$ cat config.mk
export PLATFORM = sky130hd
export DESIGN_NAME = uart_word_tx_flat
export DESIGN_NICKNAME = d
export VERILOG_FILES = /design/src/rtl/uart_pkg.sv /design/src/rtl/uart_word_tx_if.sv /design/src/rtl/uart_baud_counter.sv /design/src/rtl/uart_word_tx.sv /design/src/flat_wrapper.sv
export SDC_FILE = /design/constraint.sdc
export NUM_CORES = 1
export LEC_CHECK = 0
export CORE_ASPECT_RATIO = 1.2
export CORE_MARGIN = 8
export CORE_UTILIZATION = 44
export CTS_BUF_LIST = sky130_fd_sc_hd__clkbuf_2 sky130_fd_sc_hd__clkbuf_4 sky130_fd_sc_hd__clkbuf_8
export CTS_CLUSTER_DIAMETER = 30
export DETAILED_ROUTE_END_ITERATION = 8
export PLACE_DENSITY_LB_ADDON = 0.2
export SLEW_MARGIN = 20
export SYNTH_ARGS = -nofsm -noshare
export SYNTH_HDL_FRONTEND = slang
export SYNTH_HIERARCHICAL = 1
export SYNTH_SLANG_ARGS = --single-unit
$ cat constraint.sdc
create_clock -name clk -period 3.05 [get_ports clk]
set_input_delay 0.61 -clock clk [delete_from_list [all_inputs] [get_ports clk]]
set_output_delay 0.61 -clock clk [all_outputs]
set_load 0.02 [all_outputs]
$ cat src/rtl/uart_pkg.sv
// Shared UART definitions: frame state encoding, data width and baud divider math.
// The divider helper is shared with the matching receiver.
package uart_pkg;

  typedef enum logic [2:0] {
    IDLE,
    START,
    DATA,
    PARITY,
    STOP
  } state_t;

  localparam int FRAME_DATA_BITS = 8;

  // Integer-floor cycles per bit; 0 flags an unusable CLOCK_HZ/BAUD pair.
  function automatic int calc_div(input int clock_hz, input int baud);
    return (baud > 0) ? (clock_hz / baud) : 0;
  endfunction

endpackage

$ cat src/rtl/uart_word_tx_if.sv
// Word handshake between a CPU/IO word source (master) and the UART word transmitter (slave).
interface uart_word_tx_if;
  logic [15:0] word_i;
  logic        single_byte_i;
  logic        word_valid_i;
  logic        word_ready_o;

  modport master (
    output word_i,
    output single_byte_i,
    output word_valid_i,
    input  word_ready_o
  );

  modport slave (
    input  word_i,
    input  single_byte_i,
    input  word_valid_i,
    output word_ready_o
  );
endinterface

$ cat src/rtl/uart_baud_counter.sv
// Bit-period timer: counts 0..DIV-1 and pulses bit_end on the last cycle of each bit.
module uart_baud_counter #(
  parameter int DIV = 8
) (
  input  logic clk,
  input  logic reset_n,
  input  logic restart,
  output logic bit_end
);
  localparam int CW = (DIV > 1) ? $clog2(DIV) : 1;
  localparam logic [CW-1:0] LAST = CW'(DIV - 1);

  logic [CW-1:0] cnt;

  // With DIV = 1 the count is pinned at 0 and every cycle ends a bit.
  always_ff @(posedge clk or negedge reset_n) begin
    if (!reset_n)
      cnt <= '0;
    else if (restart || bit_end)
      cnt <= '0;
    else
      cnt <= cnt + CW'(1);
  end

  assign bit_end = (cnt == LAST);
endmodule

$ cat src/rtl/uart_word_tx.sv
// 8N1 UART transmitter sending 16-bit words low byte first, or one byte in single-byte mode.
// Define UART_WORD_TX_PARITY_EN to insert an even-parity bit between the data bits and the stop bit.
module uart_word_tx
  import uart_pkg::*;
#(
  parameter int CLOCK_HZ = 6250,
  parameter int BAUD     = 781
) (
  input  logic           clk,
  input  logic           reset_n,
  uart_word_tx_if.slave  wif,
  output logic           tx_o,
  output logic           busy_o
);
  localparam int DIV = calc_div(CLOCK_HZ, BAUD);
  localparam logic [2:0] LAST_BIT = 3'(FRAME_DATA_BITS - 1);

  if (DIV < 1) begin : g_div_check
    $error("uart_word_tx: CLOCK_HZ/BAUD must give at least one clock per bit");
  end

  state_t      state;
  logic [15:0] hold;
  logic        single_q;
  logic        byte_idx;
  logic [2:0]  bit_cnt;
  logic        tx_q;
  logic        busy_q;
  logic        ready_q;

  logic        accept;
  logic        bit_end;
  logic [7:0]  cur_byte;
  logic [2:0]  next_bit;

  assign accept   = wif.word_valid_i & ready_q;
  assign cur_byte = byte_idx ? hold[15:8] : hold[7:0];
  assign next_bit = bit_cnt + 3'd1;

  assign wif.word_ready_o = ready_q;
  assign tx_o             = tx_q;
  assign busy_o           = busy_q;

  uart_baud_counter #(.DIV(DIV)) u_baud (
    .clk     (clk),
    .reset_n (reset_n),
    .restart (accept),
    .bit_end (bit_end)
  );

  // Every output is registered, so the line level for the next bit is chosen one edge ahead.
  always_ff @(posedge clk or negedge reset_n) begin
    if (!reset_n) begin
      state    <= IDLE;
      hold     <= '0;
      single_q <= 1'b0;
      byte_idx <= 1'b0;
      bit_cnt  <= '0;
      tx_q     <= 1'b1;
      busy_q   <= 1'b0;
      ready_q  <= 1'b0;
    end else begin
      case (state)
        IDLE: begin
          ready_q <= 1'b1;
          if (accept) begin
            hold     <= wif.word_i;
            single_q <= wif.single_byte_i;
            byte_idx <= 1'b0;
            state    <= START;
            tx_q     <= 1'b0;
            busy_q   <= 1'b1;
            ready_q  <= 1'b0;
          end
        end
        START: begin
          if (bit_end) begin
            state   <= DATA;
            bit_cnt <= '0;
            tx_q    <= cur_byte[0];
          end
        end
        DATA: begin
          if (bit_end) begin
            if (bit_cnt == LAST_BIT) begin
`ifdef UART_WORD_TX_PARITY_EN
              state <= PARITY;
              tx_q  <= ^cur_byte;
`else
              state <= STOP;
              tx_q  <= 1'b1;
`endif
            end else begin
              bit_cnt <= next_bit;
              tx_q    <= cur_byte[next_bit];
            end
          end
        end
`ifdef UART_WORD_TX_PARITY_EN
        PARITY: begin
          if (bit_end) begin
            state <= STOP;
            tx_q  <= 1'b1;
          end
        end
`endif
        STOP: begin
          if (bit_end) begin
            // The high byte follows the low byte's stop bit with no idle gap.
            if (!byte_idx && !single_q) begin
              byte_idx <= 1'b1;
              state    <= START;
              tx_q     <= 1'b0;
            end else begin
              state   <= IDLE;
              busy_q  <= 1'b0;
              ready_q <= 1'b1;
            end
          end
        end
        default: begin
          state  <= IDLE;
          tx_q   <= 1'b1;
          busy_q <= 1'b0;
        end
      endcase
    end
  end
endmodule

$ cat src/flat_wrapper.sv
// flat-port wrapper written by rule: the top's interface ports become plain ports
module uart_word_tx_flat import uart_pkg::*;
#(
  parameter int CLOCK_HZ = 6250,
  parameter int BAUD     = 781
)
  (clk, reset_n, tx_o, busy_o, wif_word_i, wif_single_byte_i, wif_word_valid_i, wif_word_ready_o);
  uart_word_tx_if wif_i ();
  input  logic clk;
  input  logic reset_n;
  output logic tx_o;
  output logic busy_o;
  input wire logic [$bits(wif_i.word_i)-1:0] wif_word_i;
  input wire logic [$bits(wif_i.single_byte_i)-1:0] wif_single_byte_i;
  input wire logic [$bits(wif_i.word_valid_i)-1:0] wif_word_valid_i;
  output wire logic [$bits(wif_i.word_ready_o)-1:0] wif_word_ready_o;
  assign wif_i.word_i = wif_word_i;
  assign wif_i.single_byte_i = wif_single_byte_i;
  assign wif_i.word_valid_i = wif_word_valid_i;
  assign wif_word_ready_o = wif_i.word_ready_o;
  uart_word_tx #(.CLOCK_HZ(CLOCK_HZ), .BAUD(BAUD)) u_core (.clk(clk), .reset_n(reset_n), .wif(wif_i), .tx_o(tx_o), .busy_o(busy_o));
endmodule
==> results.cfg <==
[cts]
cts_tree = yes
clock-sinks = 30
post_cts_buffers = 0
ctsResizeCount = 0
clk_pin_slew_ps = 60
cts_max_path_buffers = 2
h-tree-depth = 2
cts_root_buf = clkbuf_8
cts_made_buffers = 5
hold_buffers = 0
clk_latency_ps = 270

[floorplan]
rows = 23
die_area_mm2 = 0.00562
coreArea_mm2 = 0.00334
die_h_um = 80.6
die_w_um = 69.8
io_pins = 23
start_util_pct = 45.8

[synth]
synth_warnings = 6
syn_area_mm2 = 0.00153
syn-num-nets = 150
synth_seq_cells = 30
synth_cells = 126
synth_area_per_cell_um2 = 12.1
synth_ff_type = dfrtp_1
synth_edf_count = 0
synth-seq-area-share_pct = 49.2
async_flop_share_pct = 100
yosysUniqueCellTypes = 38

[place]
place_area_mm2 = 0.00176
gp_congestion = 0.770
hpwlAfterDp_um = 2150
port_buffers = 22

[final_layout]
layout.nets = 173
final_common_cell = dfrtp_1
design_area_mm2 = 0.00185
final_cell_mix = dfrtp_1 (29), clkdlybuf4s50_1 (22), mux2_2 (18), nand2_1 (9), o21ai_0 (9)
syn_to_final_growth_pct = 21.0
drive_gt1_share_pct = 22.7
num_antenna_cells = 0

[drt]
final_antenna_net_count = 0
viasPerCell = 5.68
routed_wirelength_um = 2960
via_count = 1062
first_pass_iters = 4
drt_iter0_drc = 76
wl_per_cell_um = 15.8
drcViolationCount = 0

[sta]
rsz0062_at_grt = no
period_share_pct = 67.3
setup_tns_ps = 0
worst_slew_pin_slew_ps = 651
finalSetupViolCount = 0
slew_headroom_pct = 56.2
fmax_mhz = 487
finClkSkew_ps = 2.51
hold_viol = 0
period_needed_ps = 2050
finalMaxSlewViolations = 0

[worst_setup_path]
cp.arrival_ps = 2230
crit_path_end = u_core/tx_o
crit_path_top_delay_cell = dfrtp_1
start_kind = register
reg2reg_setup_slack_ps = 1000
r2r_start = u_core/bit_cnt[0]
startpoint = u_core/bit_cnt[0]
end_kind = register
crit_chain = ha_1, ha_1, or3b_1, o221ai_1, a211oi_2, a211oi_1
cp_max_fo = 7
crit_type = reg2reg
required_ps = 3220
ff2ff_path_depth = 6
max_stage_delay_ps = 450
rr_endpoint = u_core/tx_o
crit_top_cell = ha_1

[run_status]
outcome = finished clean

[min_path]
hp-class = reg2reg

[global_route]
grt_max_degree = 31
grt_pass1_wl_um = 5070
antenna_found_initial = 0
grt_overflow = 0
grt_usage_pct = 11.1
grt_pass1_vias = 1139

[flow_run]
maxCapViolCount = 0

[power_and_ir_drop]
power_density_mw_per_mm2 = 799
leakage_nw = 0.801
p_total_mw = 1.48
peakVddDrop_mv = 0.433
==> area by class of cell <==
class	count	area (µm²)
clock buffer	7	90.1
tap	37	46.3
multi-input combinational	86	718
inverter	3	11.3
fill	277	1490
timing repair buffer	23	228
sequential	30	752
clock inverter	1	5.00
==> worst min path at each step <==
stage | from | end | slack (ps) | cells past startpoint
floorplan | reset_n | u_core/bit_cnt[0] | 310 | 0
finish | u_core/u_baud/cnt[0] | u_core/u_baud/cnt[0] | 440 | 1
global route | u_core/u_baud/cnt[0] | u_core/u_baud/cnt[0] | 470 | 1
global placement | u_core/u_baud/cnt[0] | u_core/u_baud/cnt[0] | 420 | 1
detailed placement | u_core/u_baud/cnt[0] | u_core/u_baud/cnt[0] | 430 | 1
CTS | u_core/u_baud/cnt[0] | u_core/u_baud/cnt[0] | 440 | 1
==> cell usage after synthesis, types with 2 or more instances <==
master / number / area share [%]
and4bb_2: 2 / 1.6
nor2_1: 4 / 0.98
clkbuf_1: 2 / 0.49
ha_1: 4 / 3.3
or3_1: 3 / 1.2
nand2b_1: 2 / 0.82
nand2_1: 9 / 2.2
inv_1: 3 / 0.74
nor3b_1: 4 / 2.0
mux2i_1: 2 / 1.3
buf_6: 2 / 1.5
o21ai_0: 9 / 2.9
a21oi_1: 6 / 2.0
dfrtp_1: 29 / 47
mux2_2: 18 / 13
mux4_1: 2 / 3.4
o31ai_1: 2 / 0.98
buf_2: 2 / 0.65
and3b_1: 2 / 1.1
==> layer usage <==
metal	vias to the layer above	share of wire, %	track usage [%]
met5	-	0	0
met4	0	0.54	4.43
met3	2	4.0	4.43
met2	20	56	19.9
met1	529	40	11.5
li1	511	-	-
==> metrics by stage <==
stage	util (%)	cells	hold slack, ps	setup WS (ps)
after floorplan	-	126	314	1190
after global placement	52.6	179	419	924
after detailed placement	52.6	179	434	893
after CTS	55.4	187	444	994
after global routing	55.4	187	465	915
final	55.4	187	444	998
==> logic make-up (layout without fill, tap and decap cells) <==
kind of cell               after synthesis  in the layout  share of synthesized area (%)
DFF                                     30             30                           49.2
buffers and inverters                   10             34                           3.85
adders and majority gates                4              4                           3.27
muxes                                   23             23                           19.5
AOI/OAI and AO/OA                       25             25                           10.3
and+or+nand+nor                         34             34                           13.9
==> power by group <==
group / switching [mW] / internal [mW]
registers: 0.123 / 0.564
logic: 0.187 / 0.280
clock network: 0.135 / 0.190
total: 0.445 / 1.03
==> sequential cells by signal (all words and copies together), names as in the netlist <==
name,flops
u_core/bit_cnt,3
u_core/byte_idx,1
u_core/single_q,1
u_core/wif.word_ready_o,1
u_core/tx_o,1
u_core/hold,16
u_core/state,3
u_core/u_baud/cnt,3
u_core/busy_o,1
==> worst max-delay path, delay by kind of cell (launching register included) <==
family	cells	cell delay, ps
AND/OR/NAND/NOR	1	390
flip-flops	1	450
AO/OA/AOI/OAI	3	540
adder cells (fa/ha/maj)	2	580
(Power assumes the default switching activity.)
